`config.mk`:
```
export PLATFORM = sky130hd
export DESIGN_NAME = implication_queue
export DESIGN_NICKNAME = d
export VERILOG_FILES = /design/src/rtl/sat_pkg.sv /design/src/rtl/implication_match.sv /design/src/rtl/implication_queue.sv
export SDC_FILE = /design/constraint.sdc
export NUM_CORES = 1
export LEC_CHECK = 0
export ABC_AREA = 1
export CORE_ASPECT_RATIO = 0.75
export CORE_MARGIN = 2
export CORE_UTILIZATION = 60
export CTS_BUF_LIST = sky130_fd_sc_hd__clkbuf_4
export CTS_CLUSTER_DIAMETER = 30
export DETAILED_ROUTE_END_ITERATION = 7
export PLACE_DENSITY = 0.88
export SYNTH_ARGS = -nofsm -noshare
export SYNTH_HDL_FRONTEND = slang
export SYNTH_SLANG_ARGS = --single-unit
```
`constraint.sdc`:
```
create_clock -name clk -period 4.4 [get_ports clk]
set_input_delay 1.32 -clock clk [delete_from_list [all_inputs] [get_ports clk]]
set_output_delay 1.32 -clock clk [all_outputs]
set_load 0.01 [all_outputs]
```
`src/rtl/sat_pkg.sv`:
```
// Shared types for the BCP datapath: implication record and
// the bcp control state shared by the queue stages.
package sat_pkg;

  localparam int SAT_VAR_W = 8;

  typedef struct packed {
    logic [SAT_VAR_W-1:0] var_id;
    logic                 value;
  } implication_t;

  typedef enum logic {
    RUN      = 1'b0,
    CONFLICT = 1'b1
  } bcp_state_e;

endpackage

```
`src/rtl/implication_match.sv`:
```
// Combinational search of queued implications for an incoming
// variable ID; queue entries are unique so at most one hits.
module implication_match
  import sat_pkg::*;
#(
  parameter int VAR_W = SAT_VAR_W,
  parameter int DEPTH = 8
) (
  input  logic [DEPTH-1:0][VAR_W-1:0] entry_var,
  input  logic [DEPTH-1:0]            entry_value,
  input  logic [DEPTH-1:0]            entry_valid,
  input  logic [VAR_W-1:0]            in_var,
  output logic                        hit,
  output logic                        hit_value
);

  always_comb begin
    hit       = 1'b0;
    hit_value = 1'b0;
    for (int i = 0; i < DEPTH; i++) begin
      if (entry_valid[i] && entry_var[i] == in_var) begin
        hit       = 1'b1;
        hit_value = hit_value | entry_value[i];
      end
    end
  end

endmodule

```
`src/rtl/implication_queue.sv`:
```
// Implication FIFO between the unit-clause evaluator and the trail:
// drops duplicate implications and flags opposite-value conflicts.
module implication_queue
  import sat_pkg::*;
#(
  parameter int VAR_W = SAT_VAR_W,
  parameter int DEPTH = 8,
  localparam int PW = $clog2(DEPTH),
  localparam int CW = $clog2(DEPTH) + 1
) (
  input  logic             clk,
  input  logic             reset,
  input  logic             flush,
  input  logic             in_valid,
  input  logic [VAR_W-1:0] in_var,
  input  logic             in_value,
  output logic             in_ready,
  output logic             out_valid,
  output logic [VAR_W-1:0] out_var,
  output logic             out_value,
  input  logic             out_ready,
  output logic             conflict,
  output logic [VAR_W-1:0] conflict_var,
  output logic [CW-1:0]    count
);

  bcp_state_e state_q;
  bcp_state_e state_d;

  logic [DEPTH-1:0][VAR_W-1:0] mem_var;
  logic [DEPTH-1:0]            mem_value;
  logic [PW-1:0]               head;
  logic [PW-1:0]               tail;
  logic [DEPTH-1:0]            valid_mask;

  logic full;
  logic push;
  logic pop;
  logic hit;
  logic hit_value;
  logic enq;
  logic clash;

  assign full      = (count == CW'(DEPTH));
  assign in_ready  = (state_q == RUN) && !full;
  assign out_valid = (state_q == RUN) && (count != '0);
  assign out_var   = mem_var[head];
  assign out_value = mem_value[head];
  assign conflict  = (state_q == CONFLICT);

  assign push  = in_valid && in_ready;
  assign pop   = out_valid && out_ready;
  assign enq   = push && !hit;
  assign clash = push && hit && (hit_value != in_value);

  // Entry i is live when its distance from head is below count.
  always_comb begin
    valid_mask = '0;
    for (int i = 0; i < DEPTH; i++) begin
      valid_mask[i] = CW'(PW'(PW'(i) - head)) < count;
    end
  end

  implication_match #(
    .VAR_W (VAR_W),
    .DEPTH (DEPTH)
  ) u_match (
    .entry_var   (mem_var),
    .entry_value (mem_value),
    .entry_valid (valid_mask),
    .in_var      (in_var),
    .hit         (hit),
    .hit_value   (hit_value)
  );

  always_comb begin
    state_d = state_q;
    unique case (1'b1)
      flush: state_d = RUN;
      clash: state_d = CONFLICT;
      default: state_d = state_q;
    endcase
  end

  always_ff @(posedge clk) begin
    if (reset) begin
      state_q <= RUN;
    end else begin
      state_q <= state_d;
    end
  end

  always_ff @(posedge clk) begin
    if (reset) begin
      mem_var      <= '0;
      mem_value    <= '0;
      head         <= '0;
      tail         <= '0;
      count        <= '0;
      conflict_var <= '0;
    end else if (flush) begin
      head         <= '0;
      tail         <= '0;
      count        <= '0;
      conflict_var <= '0;
    end else begin
      if (enq) begin
        mem_var[tail]   <= in_var;
        mem_value[tail] <= in_value;
        tail            <= tail + 1'b1;
      end
      if (pop) begin
        head <= head + 1'b1;
      end
      count <= count + CW'(enq) - CW'(pop);
      if (clash) begin
        conflict_var <= in_var;
      end
    end
  end

endmodule

```
==> reports/qor.yml <==
skew_ps: 16.51
cts_htree_levels: 3
placed_area_mm2: 0.006681
cp_slowest_cell: "clkdlybuf4s50_1"
root_buffer: "clkbuf_4"
fillers: 963
status: "completed"
vias_per_cell: 5.164
remaining_drc_errors: 0
n_antenna_cell: 0
seqCellArea_mm2: 0.001823
num_vias: 6424
num_rows: 32
num-nets-final: 1140
finalSetupViolCount: 0
cts_tree: "built"
fmax_mhz: 256.5
power_uw: 1871
p_leak_uw: 0.003266
ys_warn_count: 0
syn-cell-area_mm2: 0.006334
p_per_area_mw_per_mm2: 274.5
slew_violations: 0
post-cts-setup-buffers: 0
clock_sinks: 91
startpoint_type: "flip-flop"
antenna_found_initial: 0
worstPathArrival_ps: 2580
routed_wl_mm: 16.71
syn-num-nets: 1121
fin_tns_setup_ps: 0
path_clk_slew_ps: 130
io_pins: 38
clk-insertion-delay-late_ps: 460
critPathCaptureType: "output pin"
io_buffers: 37
numCtsBuffers: 9
slowest_delay_ps: 590
synth_ff_type: "dfxtp_1"
critPathMaxFanout: 7
overflow: 0
drtAntennaViolNets: 0
gp_congestion: 0.9717
wl_per_cell_um: 13.43
synth.avg_cell_area_um2: 5.837
synthesis.instances: 1085
drive_gt1_share_pct: 5.505
start_util_pct: 61.55
fin_area_mm2: 0.006817
fin_crit_ps: 3899
relSlewSlack_pct: 31.19
async_reset_ff_share_pct: 0
cp_cell_sequence: "nand2_1 -> inv_1 -> o21ai_0 -> o2111ai_1 -> clkdlybuf4s50_1"
maxCapViolations: 0
vdd_drop_max_uv: 189.1
synth.ff_latch_count: 91
hold_buffers: 0
cp_data_required_time_ps: 3080
grt_pass1_wl_mm: 27.70
worstHoldPathType: "flip-flop to flip-flop"
grt_usage_pct: 31.06
synth_edf_count: 0
clockBufferDepth: 2
grt_pass1_vias: 5689
die-area_mm2: 0.01140
grt_max_degree: 54
worstMarginPinSlew_ps: 1028
dr.first_iter.drc_count: 723
seq_area_frac_synth_pct: 28.76
die_h_um: 92.98
hold_viol: 0
first_pass_iters: 6
critPathKind: "flip-flop to output pin"
area.growth.synth_to_final_pct: 7.625
synth.distinct_cells: 35
dp_hpwl_mm: 11.97
die-width_um: 122.6
multi_input_area_mm2: 0.003711
rsz0062_at_grt: "no"
ctsResizeCount: 0
finalCritPeriodShare_pct: 88.61
core_area_mm2: 0.01029
## cells by family (layout without fill, tap and decap cells)
logic type	after synthesis	in the layout	share of synthesized area [%]
fa+ha+maj	22	22	4.465
compound gates	77	77	7.685
buf+inv	176	199	12.64
simple gates	710	710	45.20
flops	91	91	28.76
xor+xnor	9	9	1.244
## state kept, by name (all words and copies together) (netlist names)
signal and cells:
mem_var 64, conflict_var 8, mem_value 8, count 4, head 3, tail 3
conflict 1
## per-layer routing
layer	vias up	track usage, %	routed length, um
met1	2808	43.44	7679
met5	-	0	0
li1	3303	-	-
met3	38	7.012	1538
met4	0	9.291	348
met2	275	47.73	7142
## per-stage QoR
step / setup slack, ps / hold slack, ps / cells / util, %
4_1_cts: 583.7 / 512.5 / 1244 / 66.25
5_1_grt: 338.3 / 541.5 / 1244 / 66.25
3_3_place_gp: 337.1 / 490.3 / 1229 / 64.93
2_1_floorplan: 927.6 / 470.7 / 1085 / -
6_report: 501.0 / 514.1 / 1244 / 66.25
3_5_place_dp: 248.8 / 495.0 / 1229 / 64.93
## final cells by class
cell class	count	share of cell area, %
clock buffers	13	1.432
clock inverters	2	0.5507
inverters	133	7.360
multi-input cells	818	54.44
flip-flops and latches	91	26.74
well taps	136	2.496
repair buffers	51	6.975
## placed cells by master (no fill, tap or decap), types with 2 or more instances in the layout
master           netlist  final
o211ai_1              19     19
nand3_2                4      4
clkdlybuf4s50_1        0     37
buf_4                 11     14
nand3_1               13     13
dfxtp_1               91     90
nand2_1              443    443
o21ai_0               23     23
a21boi_1               2      2
nor2_2                 2      2
xor2_1                 4      4
inv_2                  9      9
a21oi_1               16     16
clkbuf_4               0     13
a31oi_1                2      2
ha_1                  21     21
nor2_1               228    228
a22oi_1                2      2
o21a_1                 2      2
inv_1                123    123
nand4_1                4      4
o2111ai_1              9      9
nor2_8                 5      5
nor2_4                 3      3
xnor2_1                5      5
nand2_2                5      5
## where the power goes
part | switching, uW | leakage [uW] | internal, uW
clock | 281 | 0.0000741 | 197
combinational | 323 | 0.00246 | 197
sequential | 28.8 | 0.000736 | 845
total | 633 | 0.00327 | 1240
## synthesized netlist by cell type, types with 6 or more instances
master	number	share of area, %
ha_1	21	4.1
o21ai_0	23	1.8
inv_2	9	0.53
nand2_1	443	26
buf_6	12	2.1
nor2_1	228	14
clkbuf_1	9	0.53
buf_4	11	1.3
o2111ai_1	9	1.2
a21oi_1	16	1.3
nand3_1	13	1.0
o211ai_1	19	2.3
buf_1	6	0.36
inv_1	123	7.3
dfxtp_1	91	29
## final timing paths
path	from	to	slack, ps	cells past startpoint
setup / recovery	head[2]	out_var[3]	500	5
hold / removal	mem_var[41]	mem_var[41]	510	2
hold reg to reg	mem_var[41]	mem_var[41]	510	2
setup reg to reg	head[2]	count[3]	810	22
## critical path: cells and delay by family (launching register included)
| kind | cells | cell delay (ps) |
|---|---|---|
| AOI/OAI and AO/OA | 2 | 400 |
| buffers and inverters | 2 | 860 |
| DFF | 1 | 520 |
| and+or+nand+nor | 1 | 360 |
Power figures use the tool's default switching activity.
==> RTL change 1 (same flow settings) <==
`DEPTH` is set to 8 in 2 places; all go to 16.
--- a/src/rtl/implication_match.sv
+++ b/src/rtl/implication_match.sv
@@ -5,5 +5,5 @@
 #(
   parameter int VAR_W = SAT_VAR_W,
-  parameter int DEPTH = 8
+  parameter int DEPTH = 16
 ) (
   input  logic [DEPTH-1:0][VAR_W-1:0] entry_var,
--- a/src/rtl/implication_queue.sv
+++ b/src/rtl/implication_queue.sv
@@ -5,5 +5,5 @@
 #(
   parameter int VAR_W = SAT_VAR_W,
-  parameter int DEPTH = 8,
+  parameter int DEPTH = 16,
   localparam int PW = $clog2(DEPTH),
   localparam int CW = $clog2(DEPTH) + 1
Interface: changed (resized count); port bits go from 38 to 39. The function was not compared with the original's and may differ.
==> RTL change 1 against the original RTL <==
Cell area is 87% higher. Routed wire length rose by 130%. Synthesized area increased by 82%. Core utilization is 2.0 points higher. Worst hold slack got worse by 0.033 ns. Die area is 78% higher. Sequential cell count increased by 75. Setup slack lost 0.45 ns. Power rose to 2.6 times the old value.
==> RTL change 1: results (changes against the original RTL) <==
| Metric | Value |
|---|---|
| Mean routed wirelength per cell | 18.1 um (was 13.4 um) |
| Hold slack | 0.481 ns (was 0.514 ns) |
| Vias per inst | 6.02 (was 5.16) |
| Clock sink count | 166 (was 91) |
| Layout cells sized above 1 | 8.63% (was 5.51%) |
| Worst Path Arrival | 3.03 ns (was 2.58 ns) |
| GP Congestion | 1.01 (was 0.972) |
| Average size of a mapped cell | 6.12 um^2 (was 5.84 um^2) |
| All-layer global routing usage | 38.8% (was 31.1%) |
| Worst-Skew Late Latency | 0.60 ns (was 0.46 ns) |
| H-tree depth | 4 (was 3) |
| Vias in the first global route | 11.6k (was 5689) |
| Minimum clock period | 4.35 ns (was 3.90 ns) |
| Initial antenna violation count | 2 (was 0) |
| R2R cell count | 26 (was 22) |
| Max VDD drop | 0.327 mV (was 0.189 mV) |
| Input/output buffers | 38 (was 37) |
| Syn Nets | 1941 (was 1121) |
| Detailed Route Iter0 Violations | 2465 (was 723) |
| Actual slew at the worst max-slew pin | 0.770 ns (was 1.03 ns) |
| Most frequent cells after synthesis | 584 x nand2_1, 230 x a21oi_1, 182 x nand3_1 (was 443 x nand2_1, 228 x nor2_1, 123 x inv_1) |
| Global-route wire length before repair | 61.3 mm (was 27.7 mm) |
| Drt pass-1 iters | 7 (was 6) |
| Pre-CTS WS | -0.339 ns (was 0.249 ns) |
| Post-DP Area | 12400 um^2 (was 6680 um^2) |
| Largest net degree at the start of global routing | 81 (was 54) |
| Seq/Total Area, Yosys | 28.9% (was 28.8%) |
| Top-area cell type share of the netlist area | 28.9% (was 28.8%) |
| Status | finished, final reports clean (unchanged) |
| Cell variety after synth | 39 (was 35) |
| Post-CTS Resized | 1 (was 0) |
| Biggest regs | mem_var x128, mem_value x16, conflict_var x8 (was mem_var x64, conflict_var x8, mem_value x8) |
| Seq group | 0.00161 W (was 0.000874 W) |
-- RTL change 1: cell types whose count changed in the layout (fill, tap and decap cells not counted), sizes merged, moves of 13 or more --
cell	delta
dfxtp	+75
o21ai	+74
nand4	+16
o211ai	-19
ha	+24
a21oi	+214
buf	+72
nand3	+166
nor2	-93
nand2	+150
inv	+58
nor3	+13
xor2	+20
-- RTL change 1: area by class of cell --
type	count	area [um^2]
Clock buffer	18	135
Antenna cell	2	5.00
Fill cell	1578	5920
Sequential cell	166	3330
Inverter	189	723
Clock inverter	14	150
Multi-Input combinational cell	1403	6840
Timing Repair Buffer	123	1260
Tap cell	247	309
-- RTL change 1: cell families after synthesis --
group / share of synthesized area (%)
adder cells (fa/ha/maj): 5.06
AND/OR/NAND/NOR: 35.6
buffers and inverters: 12.0
AO/OA/AOI/OAI: 16.1
XOR/XNOR: 2.43
flip-flops: 28.9
-- RTL change 1: path summary, 6_finish.rpt --
kind,start,to
max,head[1],out_var[1]
min,mem_value[13],mem_value[13]
max reg2reg,head[1],count[4]
min reg2reg,mem_value[13],mem_value[13]
-- RTL change 1: per-stage QoR --
stage	TNS, ns	total power (W)
after CTS	-0.00311	0.00477
final	0	0.00487
after floorplan	0	0.00309
after global routing	0	0.00512
after detailed placement	-0.533	0.00383
after global placement	-0.389	0.00377
-- RTL change 1: per-layer routing --
layer	GRT usage (%)	up-vias	share of wire, %
met5	0	-	0.028
met4	16.5	2	4.6
met3	12.3	181	15
met2	56.4	962	41
met1	53.0	5796	39
li1	-	6078	-
-- RTL change 1: worst max-delay path, stage by stage (launching register included) --
cell             delay (ns)
dfxtp_4                0.41
clkinvlp_4             0.13
buf_4                  0.46
o21ai_0                0.17
o21ai_0                0.47
a2111o_1               0.25
clkdlybuf4s50_1        0.53
==> RTL change 2 (same flow settings) <==
Made on the original files. Make the reset (`reset`) asynchronous in 2 clocked blocks.
--- a/src/rtl/implication_queue.sv
+++ b/src/rtl/implication_queue.sv
@@ -83,5 +83,5 @@
   end
 
-  always_ff @(posedge clk) begin
+  always_ff @(posedge clk or posedge reset) begin
     if (reset) begin
       state_q <= RUN;
@@ -91,5 +91,5 @@
   end
 
-  always_ff @(posedge clk) begin
+  always_ff @(posedge clk or posedge reset) begin
     if (reset) begin
       mem_var      <= '0;
Function: differs if reset is asserted again (counterexample within 4 cycles, from zero or initial values and one cycle with reset high); with reset held inactive, the same outputs for 4 cycles.
==> RTL change 2 against the original RTL <==
Routed wire length increased by 1.1%. Sequential cell count unchanged. Fmax decreased by 2.0%. Synthesized area decreased by 2.0%. Critical path depth unchanged. Setup slack got worse by 0.078 ns. Cell area increased by 0.39%. Critical endpoint is now out_var[2]. Largest cell class unchanged.
Power is not compared: it rests on default switching activity, and its combinational part moved more than twofold at a synthesized area within 25%.
==> RTL change 2: results (changes against the original RTL) <==
| Metric | Value |
|---|---|
| Status | finished, final reports clean (unchanged) |
| Vias per inst | 5.58 (was 5.16) |
| Worst R2R Setup Slack | 0.68 ns (was 0.81 ns) |
| Sw Ratio | 44.9% |
| Layer with the highest usage | met1 (was met2) |
| Cell variety after synth | 39 (was 35) |
| All-layer global routing usage | 31.7% (was 31.1%) |
| Post-synthesis compound-gate area fraction | 12.0% (was 7.68%) |
| Worst stage delay on the critical path | approximately 0.6 ns |
| GP Congestion | 1.01 (was 0.972) |
| Detailed Route Iter0 Violations | 790 (was 723) |
| Vias in the first global route | 5256 (was 5689) |
| Worst path slowest cell | clkdlybuf4s50_1 (unchanged) |
| Actual slew at the worst max-slew pin | 1.08 ns (was 1.03 ns) |
| Syn Nets | 934 (was 1121) |
| Grt met3 use | 7.84% (was 7.01%) |
| Detailed-route via count | 5996 (was 6424) |
| GR Layer Usage met2 | 45.1% (was 47.7%) |
| Filler Cell Count | 874 (was 963) |
| Layout cells sized above 1 | 8.00% (was 5.51%) |
| Worst-Skew Late Latency | 0.48 ns (was 0.46 ns) |
| Largest net degree at the start of global routing | 47 (was 54) |
| Clock Power Share | around 15% |
| Seq/Total Area, Yosys | 36.7% (was 28.8%) |
| HPWL Detailed | 12.2 mm (was 12.0 mm) |
| Total CTS buffers | 9 (unchanged) |
| Final Skew | 0.0213 ns (was 0.0165 ns) |
| Final #Nets | 969 (was 1140) |
| CTS clk-pin slew, worst paths | 0.16 ns (was 0.13 ns) |
| Adder-cell area share of the yosys netlist | 4.55% (was 4.46%) |
| Post-CTS Resized | 0 (unchanged) |
| Placed Cells | 1058 (was 1229) |
| Metal2 WL | 6.99 mm (was 7.14 mm) |
| R2R cell count | 20 (was 22) |
| Ys async rst share | 100% (was 0%) |
| Global-route wire length before repair | 27.4 mm (was 27.7 mm) |
| Cts hold-fix bufs | 0 (unchanged) |
| Synth area leaders | dfrtp_1 37%, nand2_1 21%, inv_1 5.9%, nor2_1 4.5%, ha_1 4.2% (was dfxtp_1 29%, nand2_1 26%, nor2_1 14%, inv_1 7.3%, ha_1 4.1%) |
| Routing usage on met1 | 47.0% (was 43.4%) |
| Period Utilization, post-route | 90.4% (was 88.6%) |
| Worst Path Arrival | 2.66 ns (was 2.58 ns) |
| Synth Area in XOR/XNOR | 2.54% (was 1.24%) |
| Pre-CTS WS | 0.118 ns (was 0.249 ns) |
| Clk buf depth | 2 (unchanged) |
| Drt pass-1 iters | 7 (was 6) |
| Total Wirelength | 16.9 mm (was 16.7 mm) |
| Wl on met1 | 7.61 mm (was 7.68 mm) |
| Average size of a mapped cell | 6.92 um^2 (was 5.84 um^2) |
RTL change 2: kinds of logic (layout without fill, tap and decap cells):
group | Yosys count | after routing
fa+ha+maj | 22 | 22
simple gates | 500 | 500
xor+xnor | 18 | 18
flops | 91 | 91
buf+inv | 145 | 185
compound gates | 122 | 122
RTL change 2: path summary, 6_finish.rpt:
check                              end   startpoint
max reg2reg                   count[2]      head[0]
max in group asynchronous   mem_var[5]        reset
min reg2reg                mem_var[14]  mem_var[14]
max                         out_var[2]      head[2]
min                        mem_var[14]  mem_var[14]
min in group asynchronous      tail[2]        reset
RTL change 2: stage by stage:
step	instance area, um^2	hold WS, ns	util [%]
floorplan	6210	0.459	-
global placement	6700	0.480	65.8
detailed placement	6700	0.482	65.8
CTS	6840	0.517	67.3
global route	6840	0.553	67.3
finish	6840	0.517	67.3
RTL change 2: area by class of cell:
type,count,share of cell area [%]
tap,136,2.49
inverter,107,5.92
clock buffer,9,0.987
timing repair buffer,62,8.34
multi-input combinational,662,47.8
clock inverter,7,1.17
sequential,91,33.3
